### config.mk
export PLATFORM = sky130hd
export DESIGN_NAME = axi_cmd_router
export DESIGN_NICKNAME = d
export VERILOG_FILES = /design/src/rtl/axi_cmd_router.sv
export SDC_FILE = /design/constraint.sdc
export NUM_CORES = 1
export LEC_CHECK = 0
export CORE_MARGIN = 8
export CORE_UTILIZATION = 45
export CTS_CLUSTER_DIAMETER = 60
export DETAILED_ROUTE_END_ITERATION = 10
export HOLD_SLACK_MARGIN = 0.03
export PLACE_DENSITY_LB_ADDON = 0.25
export SETUP_SLACK_MARGIN = 0.3
export SLEW_MARGIN = 10
export SYNTH_ARGS = -nofsm -noshare
export SYNTH_HDL_FRONTEND = slang
export SYNTH_SLANG_ARGS = --single-unit
### constraint.sdc
create_clock -name axi_tclk -period 5.8 [get_ports axi_tclk]
set_input_delay 1.16 -clock axi_tclk [delete_from_list [all_inputs] [get_ports axi_tclk]]
set_output_delay 1.16 -clock axi_tclk [all_outputs]
set_load 0.01 [all_outputs]
### src/rtl/axi_cmd_router.sv
// Command-frame decoder/router: matches a header code against a table, tags the
// frame with tdest/tuser and forwards it through one registered AXI4-Stream stage.
module axi_cmd_router #(
  parameter int unsigned           DATA_WIDTH  = 32,
  parameter int unsigned           NUM_CMD     = 4,
  parameter logic [32*NUM_CMD-1:0] CMD_TABLE   = {32'h52524646, 32'h52524343,
                                                  32'h57574646, 32'h57574343},
  parameter int unsigned           TDEST_WIDTH = 4,
  parameter bit                    DEDUP_EN    = 1'b1
) (
  input  logic                      axi_tclk,
  input  logic                      axi_treset,
  input  logic                      enable_rx_decode,
  input  logic [DATA_WIDTH-1:0]     cmd_axis_tdata,
  input  logic [DATA_WIDTH/8-1:0]   cmd_axis_tkeep,
  input  logic                      cmd_axis_tvalid,
  input  logic                      cmd_axis_tlast,
  output logic                      cmd_axis_tready,
  output logic [DATA_WIDTH-1:0]     tdata,
  output logic [DATA_WIDTH/8-1:0]   tkeep,
  output logic                      tvalid,
  output logic                      tlast,
  output logic [TDEST_WIDTH-1:0]    tdest,
  output logic [3:0]                tid,
  output logic [31:0]               tuser,
  input  logic                      tready,
  output logic                      err_unknown,
  output logic                      err_short,
  output logic                      dup_drop
);

  localparam int unsigned KEEP_WIDTH = DATA_WIDTH / 8;

  typedef enum logic [2:0] {IDLE, GET_ID, EMIT_HDR, FWD, DROP} state_t;

  state_t                 state;
  logic [31:0]            cmd;
  logic [31:0]            id;
  logic [31:0]            last_id;
  logic [TDEST_WIDTH-1:0] dest;
  logic                   hdr_last;
  logic                   match;
  logic [TDEST_WIDTH-1:0] match_idx;
  logic                   load_ok;
  logic                   ready_state;
  logic                   in_acc;

  assign tid     = 4'd0;
  assign load_ok = !tvalid || tready;
  assign in_acc  = cmd_axis_tvalid && cmd_axis_tready;

  // Table lookup; scanning downwards lets the lowest matching index win.
  always_comb begin
    match     = 1'b0;
    match_idx = '0;
    for (int i = int'(NUM_CMD) - 1; i >= 0; i--) begin
      if (cmd_axis_tdata[31:0] == CMD_TABLE[32*i +: 32]) begin
        match     = 1'b1;
        match_idx = TDEST_WIDTH'(i);
      end
    end
  end

  always_comb begin
    ready_state = 1'b0;
    case (state)
      IDLE:        ready_state = enable_rx_decode;
      GET_ID,
      DROP:        ready_state = 1'b1;
      EMIT_HDR:    ready_state = 1'b0;
      FWD:         ready_state = load_ok;
      default:     ready_state = 1'b0;
    endcase
  end

  // Held low while reset is asserted so nothing is accepted during reset.
  assign cmd_axis_tready = ready_state && !axi_treset;

  always_ff @(posedge axi_tclk or posedge axi_treset) begin
    if (axi_treset) begin
      state       <= IDLE;
      cmd         <= '0;
      id          <= '0;
      last_id     <= '0;
      dest        <= '0;
      hdr_last    <= 1'b0;
      tdata       <= '0;
      tkeep       <= '0;
      tvalid      <= 1'b0;
      tlast       <= 1'b0;
      tdest       <= '0;
      tuser       <= '0;
      err_unknown <= 1'b0;
      err_short   <= 1'b0;
      dup_drop    <= 1'b0;
    end else begin
      err_unknown <= 1'b0;
      err_short   <= 1'b0;
      dup_drop    <= 1'b0;
      if (tvalid && tready) tvalid <= 1'b0;

      case (state)
        IDLE: if (in_acc) begin
          if (cmd_axis_tlast) begin
            err_short <= 1'b1;
          end else if (match) begin
            cmd   <= cmd_axis_tdata[31:0];
            dest  <= match_idx;
            state <= GET_ID;
          end else begin
            err_unknown <= 1'b1;
            state       <= DROP;
          end
        end
        GET_ID: if (in_acc) begin
          if (DEDUP_EN && (cmd_axis_tdata[31:0] == last_id)) begin
            dup_drop <= 1'b1;
            state    <= cmd_axis_tlast ? IDLE : DROP;
          end else begin
            id       <= cmd_axis_tdata[31:0];
            last_id  <= cmd_axis_tdata[31:0];
            hdr_last <= cmd_axis_tlast;
            state    <= EMIT_HDR;
          end
        end
        EMIT_HDR: if (load_ok) begin
          tvalid <= 1'b1;
          tdata  <= DATA_WIDTH'(cmd);
          tkeep  <= {KEEP_WIDTH{1'b1}};
          tlast  <= hdr_last;
          tdest  <= dest;
          tuser  <= id;
          state  <= hdr_last ? IDLE : FWD;
        end
        // Input ready already implies the output register is free.
        FWD: if (in_acc) begin
          tvalid <= 1'b1;
          tdata  <= cmd_axis_tdata;
          tkeep  <= cmd_axis_tkeep;
          tlast  <= cmd_axis_tlast;
          if (cmd_axis_tlast) state <= IDLE;
        end
        DROP: if (in_acc && cmd_axis_tlast) state <= IDLE;
        default: state <= IDLE;
      endcase
    end
  end

endmodule

==> results of run 1 <==
[kinds of logic after synthesis]
group                     synth area share
DFF                                  0.581
and+or+nand+nor                      0.111
muxes                                0.182
AOI/OAI and AO/OA                   0.0473
buffers and inverters               0.0333
xor gates and xnor gates            0.0449
other                             0.000600
[cell type report]
| type | count | area [sq um] | share of cell area |
|---|---|---|---|
| clock buffer | 22 | 494 | 0.0606 |
| timing repair buffer | 123 | 1220 | 0.149 |
| clock inverter | 6 | 105 | 0.0129 |
| multi-input combinational | 319 | 2450 | 0.301 |
| tap | 180 | 225 | 0.0276 |
| sequential | 145 | 3630 | 0.445 |
| inverter | 7 | 31.3 | 0.00384 |
[routing by layer]
metal | global-route usage | up-vias | wire, um
li1 | - | 1930 | -
met1 | 0.224 | 2059 | 6530
met2 | 0.282 | 110 | 7390
met3 | 0.0572 | 17 | 1020
met4 | 0.0705 | 0 | 255
met5 | 0 | - | 0
[where the power goes]
group | switching (uW) | total, uW | internal [uW]
registers | 185 | 1480 | 1290
logic | 402 | 1010 | 603
clock network | 384 | 1110 | 721
[through the flow]
stage	std cells	util
2_1_floorplan	500	-
3_3_place_gp	774	0.550
3_5_place_dp	774	0.550
4_1_cts	802	0.594
5_1_grt	802	0.594
6_report	802	0.594
[cell usage in the layout (no fill, tap or decap), types with 2 or more instances in the layout]
master	instances
nor2_1	49
or2_2	8
clkbuf_16	17
dfrtp_1	145
clkinv_2	3
clkbuf_8	5
nand2b_1	3
nor4bb_1	5
nor4_1	2
nor4b_1	3
nor2b_1	17
bufinv_16	3
nand2_1	7
conb_1	6
or2_1	2
buf_4	6
nand4_1	9
nand3_2	2
or3_1	2
clkdlybuf4s50_1	117
and4_1	2
inv_1	6
a21oi_1	39
nand3_1	2
mux2_2	71
mux2i_1	34
o21ai_0	7
xnor2_1	32
[sequential cells by signal, indices dropped and copies added (netlist names), 2 cells and up]
| register | count |
|---|---|
| state | 3 |
| tkeep | 4 |
| dest | 2 |
| tdest | 2 |
| tdata | 32 |
| last_id | 32 |
| cmd | 32 |
| tuser | 32 |
[path summary, 6_finish.rpt]
check	end	slack (ns)	depth (start not counted)
worst max-delay path	cmd_axis_tready	1.74	5
worst min-delay path	cmd[9]	0.46	1
worst max register to register	tdata[21]	3.00	6
worst min register to register	cmd[9]	0.46	1
max in group asynchronous	tdata[25]	3.30	3
min in group asynchronous	tvalid	1.49	2
==> out/results.tsv, run 1 <==
stage	metric	value	unit
clock_network	Worst-path clk slew	0.05	ns
sta	RSZ-0062 raised after global routing	false	
setup_path	critical path fanouts, max	4	
placed_design	Setup WS pre-CTS	1.73	ns
hold_path	hold wc startpoint	cmd[9]	
placed_design	port bufs	117	
placed_design	HPWL Detailed	11000	um
pwr	Max rail drop VDD	186	uV
synth	Post-synth ARST share	1.00	
sta	minimum clock period	4.06	ns
layout	synthesis-to-layout area growth	30.5	%
placed_design	Placer Congestion	0.776	
pwr	Leak	0.00387	uW
setup_path	worst path bufs/invs	2	
synth	Commonest cells post-synth	145 x dfrtp_1, 71 x mux2_2, 50 x nor2_1, 39 x a21oi_1, 34 x mux2i_1	
layout	NumNets Final	655	
clock_network	CTS Hold Bufs	0	
hold_path	min-delay worst type	register to register	
synth	post-synth top area share	0.581	
die	# rows	43	
global_route	initial antenna violation count	0	
routing	total wire length	15200	um
clock_network	CTS tree	done	
die	Die W	134	um
clock_network	H-tree depth	4	
sta	final worst slack	1.74	ns
synth	largest cells by area after synthesis	dfrtp_1 58%, mux2_2 13%, mux2i_1 5.4%	
synth	ys flop type	dfrtp_1	
synth	post-synth cell types	43	
routing	Vias	4116	
global_route	largest net degree at the start of global routing	112	
clock_network	Max Buffers Root-to-Sink	2	
setup_path	Req. time, crit path	4.64	ns
pwr	Final Power	3590	uW
routing	Starting DRT DRC Count	224	
setup_path	Slowest cell on crit path	clkdlybuf4s50_1	
sta	Final Slew Violations	0	
sta	worst hold margin	0.465	ns
setup_path	Crit. Startpoint	enable_rx_decode	
global_route	vias in the first global route	4460	
layout	share of cells above drive strength 1	0.196	
synth	Mean Syn Cell Area	12.6	sq um
synth	most frequent cell after synthesis	dfrtp_1	
die	I/O pin total	124	
die	Die Y	134	um
synth	Yosys warnings	0	
clock_network	Clk Latency, worst-skew pair	0.42	ns
setup_path	Setup crit start kind	input pin	
setup_path	CP endpoint kind	output pin	
routing	number of vias per cell	5.13	
routing	wire per inst	18.9	um
synth	Post-Syn Area	6250	sq um
sta	Fin Setup TNS	0	ns
die	Core Footprint	13700	sq um
setup_path	Crit path largest cell delay	0.59	ns
setup_path	Most common cell on crit path	clkdlybuf4s50_1	
synth	Post-synth EDFFs	0	
setup_path	Worst Path Arrival	2.90	ns
routing	DRC violations left	0	
setup_path	Crit Path Category	input pin to output pin	
global_route	gr usage total	0.179	
layout	# diodes	0	
setup_path	crit path cell chain	clkdlybuf4s50_1 > nor2_1 > or3_1 > a221oi_1 > clkdlybuf4s50_1	
routing	drt first pass iters	4	
sta	Fin. Hold Viols	0	
global_route	GR Overflow Total	0	
setup_path	CP top delay family	buffers and inverters	
layout	final instance area	8150	sq um
clock_network	Setup Fix Bufs, Post-CTS	0	
setup_path	RR Startpoint	state[1]	
routing	DRT antenna net count	0	
job	max-cap violations	0	
sta	relative slew slack	0.216	
layout	fillers	1123	
global_route	first-pass GRT wire length	24900	um
clock_network	cts repair resizes	0	
sta	Tcrit/Tclk final	0.700	
placed_design	dpl cell area	7550	sq um
synth	Yosys reg bits	145	
synth	synthesized instance count	495	
sta	Worst Max-Slew Pin Slew	1.17	ns
sta	skew final	0.0134	ns
clock_network	CTS Sinks	145	
die	Starting Density	0.455	
sta	fmax	246	MHz
synth	Seq/Total Area, Yosys	0.581	
clock_network	CTS Buf Count	17	
outcome	outcome	finished clean	
die	Die Area	17900	sq um
pwr	power density of the placed cells	440	nW/um^2
clock_network	clk root buf	clkbuf_16	
sta	final number of setup-violating endpoints	0	
synth	leading area contributor after synthesis	dfrtp_1	
(Power assumes the default switching activity.)
==> run 2, diff against run 1 <==
clock period = 4.08 ns   (was 5.8 ns; I/O delays follow)
==> run 2 against run 1 <==
Critical path type unchanged. Hold slack improved by 0.0041 ns. Count of clock-buffer cells in the layout shrank 3. Highest routed layer unchanged. Critical endpoint unchanged. Largest power group unchanged. Global-route usage hardly changed. Sequential cell count unchanged. Setup slack got worse by 1.0 ns. Critical path depth unchanged. Via count rose by 1.5%. Non-clock buffer count rose by 4.
==> out/results.tsv, run 2 (synthesis gave the netlist of run 1 again) <==
stage	metric	value	unit	change
outcome	outcome	finished clean		
hold_path	Hold Crit Depth	1		unchanged
layout	most frequent cells in the layout	145 x dfrtp_1, 117 x clkdlybuf4s50_1, 71 x mux2_2		
sta	skew final	0.00966	ns	-0.00376 ns
pwr	Max rail drop VDD	259	uV	+39%
clock_network	CTS Hold Bufs	0		unchanged
routing	drt first pass iters	4		unchanged
global_route	initial antenna violation count	0		unchanged
die	Die Area	17900	sq um	unchanged
placed_design	dpl cell area	7620	sq um	+0.88%
placed_design	HPWL Detailed	10800	um	-2.0%
die	Starting Density	0.455		unchanged
setup_path	Worst R2R Path Depth	6		unchanged
clock_network	CTS Buf Count	17		unchanged
pwr	sequential share of power	0.420		+0.008
routing	DRT antenna net count	0		unchanged
global_route	vias in the first global route	4464		+0.090%
sta	final number of setup-violating endpoints	0		unchanged
clock_network	CTS Sinks	145		unchanged
layout	FF+latch area	3630	sq um	unchanged
clock_network	Clk Latency, worst-skew pair	0.42	ns	about the same
routing	Starting DRT DRC Count	192		-14%
global_route	largest net degree at the start of global routing	80		-29%
setup_path	Req. time, crit path	3.26	ns	-1.38 ns
sta	Fin. Hold Viols	0		unchanged
sta	Tcrit/Tclk final	0.830		
die	Die W	134	um	unchanged
pwr	Final Power	5010	uW	+40%
global_route	gr usage total	0.178		-0.000268
sta	final worst slack	0.694	ns	-1.04 ns
global_route	GR Overflow Total	0		unchanged
clock_network	CTS tree	done		
clock_network	clk root buf	clkbuf_16		
clock_network	cts repair resizes	0		unchanged
clock_network	H-tree depth	4		unchanged
layout	share of cells above drive strength 1	0.205		+0.00862
clock_network	Worst-path clk slew	0.06	ns	about the same
placed_design	port bufs	117		unchanged
layout	most common cell after layout, fill and taps aside	dfrtp_1		
hold_path	min-delay worst type	register to register		
sta	Fin Setup TNS	0	ns	unchanged
clock_network	Max Buffers Root-to-Sink	2		unchanged
pwr	power density of the placed cells	612	nW/um^2	+39%
setup_path	CP endpoint kind	output pin		
sta	fmax	295	MHz	
pwr	Sw Share	0.289		+0.0185
setup_path	Crit Path Category	input pin to output pin		
placed_design	Setup WS pre-CTS	0.664	ns	-1.06 ns
layout	NumNets Final	659		+0.61%
sta	Final Slew Violations	0		unchanged
pwr	Leak	0.00386	uW	-0.16%
die	Core Footprint	13700	sq um	unchanged
routing	Vias	4176		+1.5%
sta	minimum clock period	3.39	ns	
routing	total wire length	15300	um	+1.0%
die	Die Y	134	um	unchanged
setup_path	critical path fanouts, max	4		unchanged
layout	final instance area	8190	sq um	+0.45%
clock_network	Setup Fix Bufs, Post-CTS	0		unchanged
pwr	logic gate share of total power	0.284		+0.004
layout	multi-input logic area	2450	sq um	unchanged
setup_path	Setup crit start kind	input pin		
job	max-cap violations	0		unchanged
die	# rows	43		unchanged
sta	worst hold margin	0.469	ns	+0.00410 ns
pwr	P_sw	1450	uW	+49%
pwr	internal power	3560	uW	+36%
routing	wire per inst	18.9	um	about the same
pwr	Clock power frac	0.296		-0.012
layout	synthesis-to-layout area growth	31.1	%	
routing	number of vias per cell	5.16		+0.46%
layout	# diodes	0		unchanged
die	I/O pin total	124		unchanged
layout	fillers	1088		-3.1%
setup_path	Worst Path Arrival	2.57	ns	-0.33 ns
sta	Worst Max-Slew Pin Slew	0.722	ns	-0.452 ns
global_route	first-pass GRT wire length	24900	um	unchanged
routing	DRC violations left	0		unchanged
placed_design	Placer Congestion	0.815		+5.0%
sta	RSZ-0062 raised after global routing	false		
sta	relative slew slack	0.512		+0.296
==> run 2: cell types whose count changed in the layout (fill, tap and decap cells not counted) <==
cell	previous run	this run
clkinvlp_4	0	5
buf_4	6	7
clkbuf_1	0	1
clkinv_2	3	1
clkbuf_8	5	1
bufinv_16	3	1
inv_6	1	5
buf_12	0	3
clkinv_4	0	2
==> run 2: per-layer routing <==
| layer | GRT usage | wire length, um | part of all wire |
|---|---|---|---|
| met5 | 0 | 0 | 0 |
| met4 | 0.0636 | 282 | 0.018 |
| met3 | 0.0688 | 1140 | 0.074 |
| met2 | 0.276 | 7100 | 0.46 |
| met1 | 0.223 | 6830 | 0.45 |
==> run 2: per-stage QoR <==
stage               utilization  instances
floorplan                     -        500
global placement          0.555        778
detailed placement        0.555        778
CTS                       0.597        810
global route              0.597        810
finish                    0.597        810
==> run 2: power by group through the flow <==
stage	logic, uW	clock network [uW]	registers (uW)
6_report	1420	1480	2110
5_1_grt	1550	1580	2160
4_1_cts	1450	1520	2110
2_1_floorplan	470	0	2220
3_3_place_gp	1420	0	2110
3_5_place_dp	1440	0	2130
==> run 2: final cells by class <==
cell class              count  area share
inverters                   7     0.00367
well taps                 180      0.0275
clock inverters            13      0.0154
repair buffers            127       0.157
clock buffers              19      0.0541
flip-flops and latches    145       0.443
multi-input cells         319       0.299
==> run 2: path summary, 6_finish.rpt <==
kind / from / to / slack (ns)
setup / recovery: enable_rx_decode / cmd_axis_tready / 0.69
hold / removal: cmd[6] / cmd[6] / 0.47
setup reg to reg: last_id[9] / last_id[5] / 1.59
hold reg to reg: cmd[6] / cmd[6] / 0.47
max in group asynchronous: axi_treset / last_id[12] / 2.70
min in group asynchronous: axi_treset / state[0] / 1.01
==> run 2: critical path, stage by stage <==
cell             delay, ns
clkdlybuf4s50_1       0.53
nor2_1                0.06
or3_1                 0.32
a221oi_1              0.26
clkdlybuf4s50_1       0.58
==> run 3, diff against run 2 <==
clock period = 3.2 ns   (was 4.08 ns; I/O delays follow)
==> run 3 against run 2 <==
Sequential power rose by 27%. Final cell count is 0.49% higher. Via count rose by 0.48%. Combinational power rose by 27%. Critical path type unchanged. Highest routed layer unchanged.
==> out/results.tsv, run 3 (synthesis gave the netlist of run 1 again) <==
stage	metric	value	unit	change
outcome	outcome	finished clean		
sta	Worst Max-Slew Pin Slew	0.797	ns	+0.0750 ns
setup_path	Req. time, crit path	2.56	ns	-0.70 ns
global_route	first-pass GRT wire length	24600	um	-1.1%
pwr	Leak	0.00394	uW	+2.0%
routing	drt first pass iters	4		unchanged
placed_design	Cell Count Post-Placement	782		+0.51%
routing	total wire length	15400	um	about the same
pwr	logic gate share of total power	0.273		-0.011
hold_path	Hold Crit Depth	1		unchanged
setup_path	setup slack, reg-to-reg	0.95	ns	-0.64 ns
routing	wire per inst	18.9	um	-0.45%
layout	most frequent cells in the layout	145 x dfrtp_1, 116 x clkdlybuf4s50_1, 71 x mux2_2		
routing	Vias	4196		+0.48%
die	I/O pin total	124		unchanged
layout	NumNets Final	663		+0.61%
clock_network	clk root buf	clkbuf_16		
layout	post-route insts no fill	814		+0.49%
clock_network	Setup Fix Bufs, Post-CTS	0		unchanged
setup_path	Crit Path Category	input pin to output pin		
layout	most common cell after layout, fill and taps aside	dfrtp_1		
setup_path	CP endpoint kind	output pin		
sta	Fin Setup TNS	0	ns	unchanged
die	Die Area	17900	sq um	unchanged
clock_network	CTS Sinks	145		unchanged
job	max-cap violations	0		unchanged
sta	skew final	0.00554	ns	-0.00411 ns
sta	Final Slew Violations	0		unchanged
pwr	power density of the placed cells	801	nW/um^2	+31%
die	Core Footprint	13700	sq um	unchanged
placed_design	port bufs	117		unchanged
global_route	initial antenna violation count	0		unchanged
clock_network	CTS Buf Count	17		unchanged
sta	minimum clock period	2.72	ns	
routing	Starting DRT DRC Count	249		+30%
die	# rows	43		unchanged
clock_network	Worst-path clk slew	0.06	ns	about the same
sta	Tcrit/Tclk final	0.850		
die	Die W	134	um	unchanged
global_route	vias in the first global route	4435		-0.65%
setup_path	Worst Path Arrival	2.08	ns	-0.49 ns
hold_path	min-delay worst type	register to register		
hold_path	hold wc startpoint	cmd[14]		
global_route	gr usage total	0.174		-0.00420
sta	Fin. Hold Viols	0		unchanged
pwr	Max rail drop VDD	361	uV	+39%
pwr	internal power	4860	uW	+36%
layout	# diodes	0		unchanged
pwr	Clock power frac	0.324		+0.028
sta	RSZ-0062 raised after global routing	false		
layout	share of cells above drive strength 1	0.207		+0.00186
die	Die Y	134	um	unchanged
setup_path	critical path fanouts, max	4		unchanged
die	Starting Density	0.455		unchanged
placed_design	Placer Congestion	0.814		-0.12%
clock_network	Max Buffers Root-to-Sink	2		unchanged
global_route	GR Overflow Total	0		unchanged
routing	number of vias per cell	5.15		about the same
setup_path	RR Startpoint	state[1]		
global_route	largest net degree at the start of global routing	146		+83%
routing	DRT antenna net count	0		unchanged
clock_network	Clk Latency, worst-skew pair	0.41	ns	about the same
pwr	P_sw	1790	uW	+23%
setup_path	Setup crit start kind	input pin		
placed_design	HPWL Detailed	10700	um	-0.87%
pwr	Sw Share	0.269		-0.0204
clock_network	H-tree depth	4		unchanged
sta	fmax	368	MHz	
setup_path	worst reg2reg path endpoint	tdata[17]		
sta	final number of setup-violating endpoints	0		unchanged
setup_path	Worst R2R Path Depth	5		-1
routing	DRC violations left	0		unchanged
layout	synthesis-to-layout area growth	33.0	%	
hold_path	hold endpoint	cmd[14]		
clock_network	CTS tree	done		
sta	relative slew slack	0.469		-0.0432
pwr	sequential share of power	0.404		-0.016
## run 3: changes by cell type in the layout (fill, tap and decap cells not counted), moves of 2 or more
cell        previous run  this run
buf_4                  7        10
bufinv_16              1         5
clkbuf_1               1         3
clkinv_2               1         3
clkinvlp_4             5         2
inv_6                  5         0
## run 3: cell type report
cell class / count / area (sq um)
Tap cell: 180 / 225
Multi-Input combinational cell: 319 / 2450
Timing Repair Buffer: 131 / 1330
Clock buffer: 22 / 464
Sequential cell: 145 / 3630
Fill cell: 1094 / 5420
Clock inverter: 10 / 181
Inverter: 7 / 30.0
## run 3: routing by layer
layer,track usage,up-vias,part of all wire
li1,-,1964,-
met1,0.229,2100,0.45
met2,0.273,117,0.47
met3,0.0497,15,0.067
met4,0.0549,0,0.014
met5,0,-,0
## run 3: timing repair
item                       in CTS  in global routing
resized for setup               1                  0
setup endpoints to repair       1                  0
hold buffers                    0                  0
## run 3: worst max-delay path, cell delays in order
cell,delay (ns)
clkdlybuf4s50_1,0.53
nor2_1,0.05
or3_1,0.31
a221oi_1,0.25
dlygate4sd2_1,0.30
## run 3: worst max path at each step
stage / cells after the start / slack, ns / start / endpoint
finish: 5 / 0.48 / enable_rx_decode / cmd_axis_tready
floorplan: 1 / 0.74 / axi_treset / cmd[0]
CTS: 5 / 0.48 / enable_rx_decode / cmd_axis_tready
global route: 5 / 0.32 / enable_rx_decode / cmd_axis_tready
detailed placement: 6 / 0.15 / cmd_axis_tdata[25] / state[2]
global placement: 6 / 0.16 / cmd_axis_tdata[25] / state[2]
## run 3: power groups by stage
stage / sequential [uW] / combinational (uW) / clock (uW)
floorplan: 2840 / 600 / 0
global placement: 2690 / 1820 / 0
detailed placement: 2710 / 1840 / 0
CTS: 2690 / 1850 / 2190
global route: 2750 / 1960 / 2270
finish: 2680 / 1810 / 2150
## run 3: stage by stage
stage	area [sq um]	total power (uW)	worst slack (ns)	utilization	hold slack, ns
detailed placement	7660	4550	0.153	0.558	0.454
CTS	8300	6740	0.477	0.605	0.468
floorplan	6270	3440	0.741	-	0.433
global placement	7660	4510	0.163	0.558	0.447
global route	8300	6980	0.318	0.605	0.479
finish	8300	6650	0.482	0.605	0.463
